### config.mk
export PLATFORM = sky130hd
export DESIGN_NAME = bram_readout_streamer
export DESIGN_NICKNAME = d
export VERILOG_FILES = /design/src/rtl/bram_readout_streamer.sv
export SDC_FILE = /design/constraint.sdc
export NUM_CORES = 1
export LEC_CHECK = 0
export ABC_AREA = 1
export BUFFER_PORTS_ARGS = -buffer_cell sky130_fd_sc_hd__buf_2
export CAP_MARGIN = 10
export CELL_PAD_IN_SITES_DETAIL_PLACEMENT = 1
export CELL_PAD_IN_SITES_GLOBAL_PLACEMENT = 1
export CORE_ASPECT_RATIO = 1.1
export CORE_MARGIN = 2
export CORE_UTILIZATION = 40
export DETAILED_ROUTE_END_ITERATION = 7
export GPL_TIMING_DRIVEN = 0
export PLACE_DENSITY_LB_ADDON = 0.1
export SYNTH_ARGS = -nofsm -noshare
export SYNTH_HDL_FRONTEND = slang
export SYNTH_SLANG_ARGS = --single-unit
### constraint.sdc
create_clock -name axi_clk -period 5 [get_ports axi_clk]
set_input_delay 0.25 -clock axi_clk [delete_from_list [all_inputs] [get_ports axi_clk]]
set_output_delay 0.25 -clock axi_clk [all_outputs]
set_load 0.02 [all_outputs]
### src/rtl/bram_readout_streamer.sv
// bram_readout_streamer: sweeps the capture BRAM from address 0 and streams the words over valid/ready.
module bram_readout_streamer #(
  parameter int DEPTH = 16384,
  parameter int AW = 31
) (
  input  logic          axi_clk,
  input  logic          rst_ni,
  input  logic          start_i,
  input  logic [AW:0]   len_i,
  input  logic          abort_i,
  input  logic          cap_ready_i,
  output logic [AW-1:0] bram_addr_o,
  input  logic [63:0]   bram_rdata_i,
  output logic [63:0]   m_data_o,
  output logic          m_valid_o,
  input  logic          m_ready_i,
  output logic          m_last_o,
  output logic          busy_o,
  output logic          done_o,
  output logic          aborted_o
);
  typedef enum logic [1:0] {ST_IDLE, ST_WAIT, ST_STREAM} state_t;
  localparam logic [AW:0] DEPTH_L = (AW+1)'(DEPTH);
  localparam logic [AW:0] ONE = {{AW{1'b0}}, 1'b1};
  state_t state;
  logic [1:0] rdy_q, cnt, credit;
  logic [AW:0] len, issued, accepted;
  logic [63:0] mem [2];
  logic wp, rp, inflight, pop, last_pop, issue, abort_hit;
  always_ff @(posedge axi_clk or negedge rst_ni)
    if (!rst_ni) rdy_q <= '0;
    else rdy_q <= {rdy_q[0], cap_ready_i};
  assign m_valid_o = cnt != 2'd0;
  assign m_data_o = mem[rp];
  assign m_last_o = m_valid_o && (accepted == len - ONE);
  assign busy_o = state != ST_IDLE;
  assign pop = m_valid_o && m_ready_i;
  assign last_pop = pop && (accepted + ONE == len);
  // slot freed by this cycle's pop counts as credit, so ready-high streaming sustains 1 word/cycle
  assign credit = cnt + {1'b0, inflight} - {1'b0, pop};
  assign issue = state == ST_STREAM && !abort_i && issued < len && credit < 2'd2;
  assign abort_hit = abort_i && state != ST_IDLE && !last_pop;
  always_ff @(posedge axi_clk or negedge rst_ni) begin
    if (!rst_ni) begin
      state <= ST_IDLE;
      len <= '0;
      issued <= '0;
      accepted <= '0;
      bram_addr_o <= '0;
      mem[0] <= '0;
      mem[1] <= '0;
      wp <= 1'b0;
      rp <= 1'b0;
      cnt <= '0;
      inflight <= 1'b0;
      done_o <= 1'b0;
      aborted_o <= 1'b0;
    end else begin
      done_o <= 1'b0;
      inflight <= issue;
      cnt <= cnt + {1'b0, inflight} - {1'b0, pop};
      if (inflight) begin
        mem[wp] <= bram_rdata_i;
        wp <= ~wp;
      end
      if (pop) begin
        rp <= ~rp;
        accepted <= accepted + ONE;
      end
      if (issue) begin
        issued <= issued + ONE;
        if (issued + ONE < len) bram_addr_o <= bram_addr_o + 1'b1;
      end
      case (state)
        ST_IDLE: if (start_i) begin
          len <= len_i > DEPTH_L ? DEPTH_L : len_i;
          aborted_o <= 1'b0;
          if (len_i == '0) done_o <= 1'b1;
          else state <= ST_WAIT;
        end
        ST_WAIT: if (rdy_q[1]) begin
          state <= ST_STREAM;
          bram_addr_o <= '0;
          issued <= '0;
          accepted <= '0;
        end
        ST_STREAM: if (last_pop) begin
          state <= ST_IDLE;
          bram_addr_o <= '0;
          done_o <= 1'b1;
        end
        default: state <= ST_IDLE;
      endcase
      if (abort_hit) begin
        state <= ST_IDLE;
        bram_addr_o <= '0;
        cnt <= '0;
        inflight <= 1'b0;
        wp <= 1'b0;
        rp <= 1'b0;
        done_o <= 1'b1;
        aborted_o <= 1'b1;
      end
    end
  end
endmodule

# After elaboration in Yosys (flattened, before gate mapping)
# Index checks and enable logic that the tools add are counted.
dict set report classes {
  eq_ne 8
  n_reduce_logical 22
  addsub 6
  mux 39
  magnitude_cmp 7
  bitwise_logic 4
}
# operator count
set ops {}
lappend ops {{2-to-1 mux 64 bit} 4}
lappend ops {{2-to-1 mux 32 bit} 7}
lappend ops {{2-to-1 mux 31 bit} 5}
lappend ops {{bitwise mux 128 bit} 1}
lappend ops {{adder 32 x 1 -> 32 bit (second input constant)} 2}
lappend ops {{demux 64 bit (select 1 bit)} 1}
lappend ops {{== test 32 bit} 2}
lappend ops {{less-than comparator 32 bit} 2}
lappend ops {{case mux 31 bit (2 select lines)} 1}
lappend ops {{greater-than comparator 32 x 15 -> 1 bit (second input constant)} 1}
lappend ops {{logical NOT 32 bit} 1}
lappend ops {{subtractor 32 x 1 -> 32 bit (second input constant)} 1}
lappend ops {{adder 31 x 1 -> 31 bit (second input constant)} 1}
lappend ops {{2-to-1 mux 1 bit} 12}
lappend ops {{2-to-1 mux 2 bit} 6}
lappend ops {{inequality test 3 bit (second input constant)} 4}
lappend ops {{nonzero test 2 bit} 6}
lappend ops {{logical AND 1 bit} 9}
lappend ops {{case mux 2 bit (3 select lines)} 1}
lappend ops {{>= comparator 2 bit (second input constant)} 2}
lappend ops {{NOT 1 -> 2 bit} 2}
lappend ops {{AND reduction 2 bit} 2}
lappend ops {{AND reduction 4 bit} 1}
lappend ops {{adder 2 x 1 -> 2 bit} 1}
lappend ops {{other kinds (9)} 11}
dict set report word_totals {
  in_bits 102
  output_inout_bits 100
  reg_bits 266
}

# Logic depth before layout (Yosys ltp)
dict set report logic_depth {
  word_depth 9
  mapped_depth 26
  ltp_nobuf 25
}

# Worst setup path before layout
# OpenSTA, ideal clock, no wires.
dict set report synth_timing {
  path_kind {reg2reg}
  from {register issued[0]}
  to {register bram_addr_o[7]}
  setup_slack_ps 1403
  t_required_ps 4877
  path_buffers 1
  arrival_ps 3475
  synth_period_minus_slack_ps 3597
  setup_time_ps 123
  stages_incl_launch_ff 26
  path_cell_list {dfrtp_1 > ha_1 > nand2_1 > nor2_1 > nand2_1 > nor2_1 > nand2_1 > nor3_1 > nand4_1 > nor2_1 > nand2_1 > xor2_1 > inv_1 > ha_1 > nand4_1 > inv_1 > nand2_1 > nor4_1 > nand2_1 > nand2_1 > clkbuf_1 > nand2_1 > nand2_1 > nand2_1 > o21ai_0 > nor2_2}
}
dict set report synth_via {
  elab_chain_len 7
  elab_cells_between_ends 11
  classes_between {add/sub: 1; order compare: 2; mux: 6; reduce/logical: 2}
}
# item line_no
set synth_rtl {}
lappend synth_rtl {{start, declared} 27} ;# logic [AW:0] len, issued, accepted;
lappend synth_rtl {{start signal, assigned} 71} ;# issued <= issued + ONE;
lappend synth_rtl {{adder 32 x 1 -> 32 bit / less-than comparator 32 bit (equally long branches)} {72, 41}}
lappend synth_rtl {{less-than comparator 32 bit / logical AND 1 bit (equally long branches)} {72, 41}}
lappend synth_rtl {{2-to-1 mux 31 bit / logical AND 1 bit (equally long branches)} {72, 41}}
lappend synth_rtl {{2-to-1 mux 31 bit *} 70} ;# if (issue) begin
lappend synth_rtl {{2-to-1 mux 31 bit (on tied branches)} {87, 81}}
lappend synth_rtl {{case mux 31 bit (2 select lines) *} 74} ;# case (state)
lappend synth_rtl {{2-to-1 mux 31 bit *} 94} ;# if (abort_hit) begin
lappend synth_rtl {{end signal, assigned} 72} ;# if (issued + ONE < len) bram_addr_o <= bram_addr_o + 1'b1;
lappend synth_rtl {{end, declared} 12} ;# output logic [AW-1:0] bram_addr_o,
# Mark *: on every way between the ends. The rest lies on a longest branch, timed or not.
# A chain may end at the register's enable or synchronous reset.

# Worst setup path after layout
dict set report layout_timing {
  from {register issued[0]}
  to {register bram_addr_o[5]}
}
# Same word-level chain as after synthesis.

==> flow_summary.ini <==
[sta]
final.hold.worst_slack_ns = 0.02394
rsz0062_at_grt = no
finalSetupViolCount = 0
finalClockSkew_ns = 0.02720
finalCritPeriodShare = 0.9144
fin_setup_tns_ns = 0
finalHoldViolCount = 0
fmax_ghz = 0.2187
slew_headroom = 0.3190
worst_pin_slew_ns = 1.022
fin_crit_ns = 4.572
maxSlewViolCount = 0
worst_slack_ns = 0.4278

[synthesis]
synth_seq_area_share = 0.3927
synth_area_per_cell_um2 = 7.057
syn_nets = 2576
yosysWarnings = 0
synth-edff-count = 0
ys_ff_latch = 266
synthTopCellsByArea = dfrtp_1 (39%), nand2_1 (17%), o21ai_0 (6.6%)
synth_cell_type_count = 43
ys.flop_type = dfrtp_1
netlist.area_leader.share = 0.3927
async_flop_share = 1.000
netlist_instances = 2402
synth_area_leader_cell = dfrtp_1
netlist_area_mm2 = 0.01695

[placed_design]
gp_congestion = 0.9078
placedCellCount = 3172
place_area_mm2 = 0.01873
hpwlAfterDp_mm = 44.98
io_buffers = 201
pre_cts_slack_ns = 0.06806

[grt]
grt_pass1_wl_mm = 97.64
antenna_found_initial = 0
grt-ovfl-total = 0
grt_max_degree = 118
grt_usage = 0.2775
grt_pass1_vias = 18270

[worst_hold_path]
hold_class = input pin to flop

[floorplan]
die-area_mm2 = 0.04404
pin_count = 202
start_util = 0.4026
rows = 79
die_x_um = 200.3
dieHeight_um = 219.9
core_area_mm2 = 0.04211

[worst_setup_path]
start_kind = flop
crit_required_ns = 5.48
path_class = flop to flop
critPathMaxFanout = 10
setup.worst_path.end_class = flop
cp_data_arrival_time_ns = 5.05

[cells_and_area]
fill_cells = 5507
multi_input_area_mm2 = 0.008818
areaGrowthSynthToFinish_pct = 21.40
fin_cells = 3309
final_core_util = 0.4887
sequential_cell_area_mm2 = 0.006656
final_area_mm2 = 0.02058
layout-drive-gt1-share = 0.1113
num-nets-final = 2891

[power_and_ir_drop]
p_seq_frac = 0.261
p_sw_mw = 6.368
combPwrFrac = 0.555
leakage_nw = 10.76
p_clk_frac = 0.184
swShare = 0.4920
ir_worst_vdd_uv = 404.1
internal_power_mw = 6.576
power_mw = 12.94
powerDensity_mw_per_mm2 = 629.0

[run_status]
status = completed

[detailed_routing]
remaining_drc_errors = 0
vias = 17070
wirelength_mm = 60.54
avgViaCountPerCell = 5.159
wl_per_cell_um = 18.30
route.antenna.remaining_nets = 0
first_pass_iters = 5
dr.first_iter.drc_count = 678

[clock_tree]
cts-root-buf = clkbuf_16
cts_tree = built
htreeDepth = 2
cts_buffers = 34
clkTransAtPathRegs_ns = 0.06
cts_sinks = 266
clk_path_buf_depth = 3
clk_latency_ns = 0.57

[run]
max-cap-violations = 0
-- flip-flops by register name, summed over array words and instances (netlist names), 2 cells and up --
register	flops
issued	32
state	2
rdy_q	2
bram_addr_o	31
len	32
cnt	2
mem	128
accepted	32
-- timing repair --
action                     in CTS  in global routing
setup endpoints to repair       0                 33
hold endpoints to repair      180                  0
gates resized for setup         0                 11
hold buffers                   77                  0
buffers inserted                0                  0
-- logic make-up (layout without fill, tap and decap cells) --
logic type,Yosys count,after routing,share of synthesized area
compound gates,354,354,0.1101
buf+inv,386,725,0.08761
simple gates,1221,1221,0.3032
xor+xnor,103,103,0.05322
flops,266,266,0.3927
fa+ha+maj,72,72,0.05314
other cells,0,1,0
-- placed cells by master (no fill, tap or decap), drive strengths merged, types with 3 or more instances in the layout --
master / count
o21ai: 228
o21a: 13
nor3: 45
xor2: 91
dlygate4sd3: 77
nand4: 44
nor2: 204
clkbuf: 126
inv: 297
or2: 7
nor4: 20
o211ai: 8
buf: 219
nand2: 767
dfrtp: 266
ha: 72
nand3b: 3
nand3: 126
clkinv: 5
a21oi: 94
xnor2: 12
-- layer usage --
layer	share of wire	vias up	global-route usage
li1	-	8305	-
met4	0.029	0	0.08716
met5	0	-	0
met1	0.44	8380	0.3474
met2	0.50	291	0.4966
met3	0.035	95	0.03771
-- power groups by stage --
| stage | logic [mW] | registers, mW | clock network, mW |
|---|---|---|---|
| final | 7.18 | 3.38 | 2.38 |
| after CTS | 7.20 | 3.37 | 2.44 |
| after global placement | 6.83 | 3.36 | 0 |
| after floorplan | 4.91 | 3.28 | 0 |
| after detailed placement | 7.11 | 3.40 | 0 |
| after global routing | 8.17 | 3.47 | 2.53 |
-- cell usage after synthesis, types with 7 or more instances --
cell type and number:
o21a_1 13, or2_2 7, buf_1 9, xnor2_1 12, nand2_1 760, nor2_1 182
dfrtp_1 266, o21ai_0 225, o211ai_1 8, nor4_1 20, nor3_1 45, nand4_1 44
clkbuf_1 72, nand3_1 124, a21oi_1 94, inv_1 294, nor2_2 17, xor2_1 91
ha_1 72
-- cell type report --
cell class / instances / share of cell area
Antenna cell: 1 / 0.0001216
Buffer: 89 / 0.01824
Clock buffer: 53 / 0.04773
Clock inverter: 7 / 0.003952
Inverter: 296 / 0.05399
Multi-Input combinational cell: 1750 / 0.4285
Sequential cell: 266 / 0.3235
Tap cell: 567 / 0.03447
Timing Repair Buffer: 280 / 0.08950
-- worst max-delay path: stages, from the launching register on --
cell and delay (ns):
dfrtp_1 0.45, ha_1 0.22, nand2_1 0.11, nor2_1 0.10, nand2_1 0.07, nor2_1 0.20, nand2_1 0.16, nor3_1 0.30
nand4_1 0.24, nor2_1 0.25, nand2_1 0.11, xor2_1 0.19, inv_1 0.10, ha_1 0.28, nand4_1 0.09, inv_1 0.08
nand2_1 0.09, nor4_1 0.18, nand2_1 0.30, nand2_4 0.23, clkbuf_2 0.29, o21ai_0 0.14, nand2_1 0.09, o21ai_0 0.10
nor2_2 0.11
-- path summary, 6_finish.rpt --
kind / from / end / slack [ns] / depth (start not counted)
setup reg to reg: issued[0] / bram_addr_o[5] / 0.43 / 24
min in group asynchronous: rst_ni / mem[71] / 0.21 / 2
max in group asynchronous: rst_ni / issued[28] / 3.78 / 3
hold / removal: start_i / aborted_o / 0.02 / 4
setup / recovery: issued[0] / bram_addr_o[5] / 0.43 / 24
hold reg to reg: rdy_q[0] / rdy_q[1] / 0.35 / 0
Power figures use the tool's default switching activity.
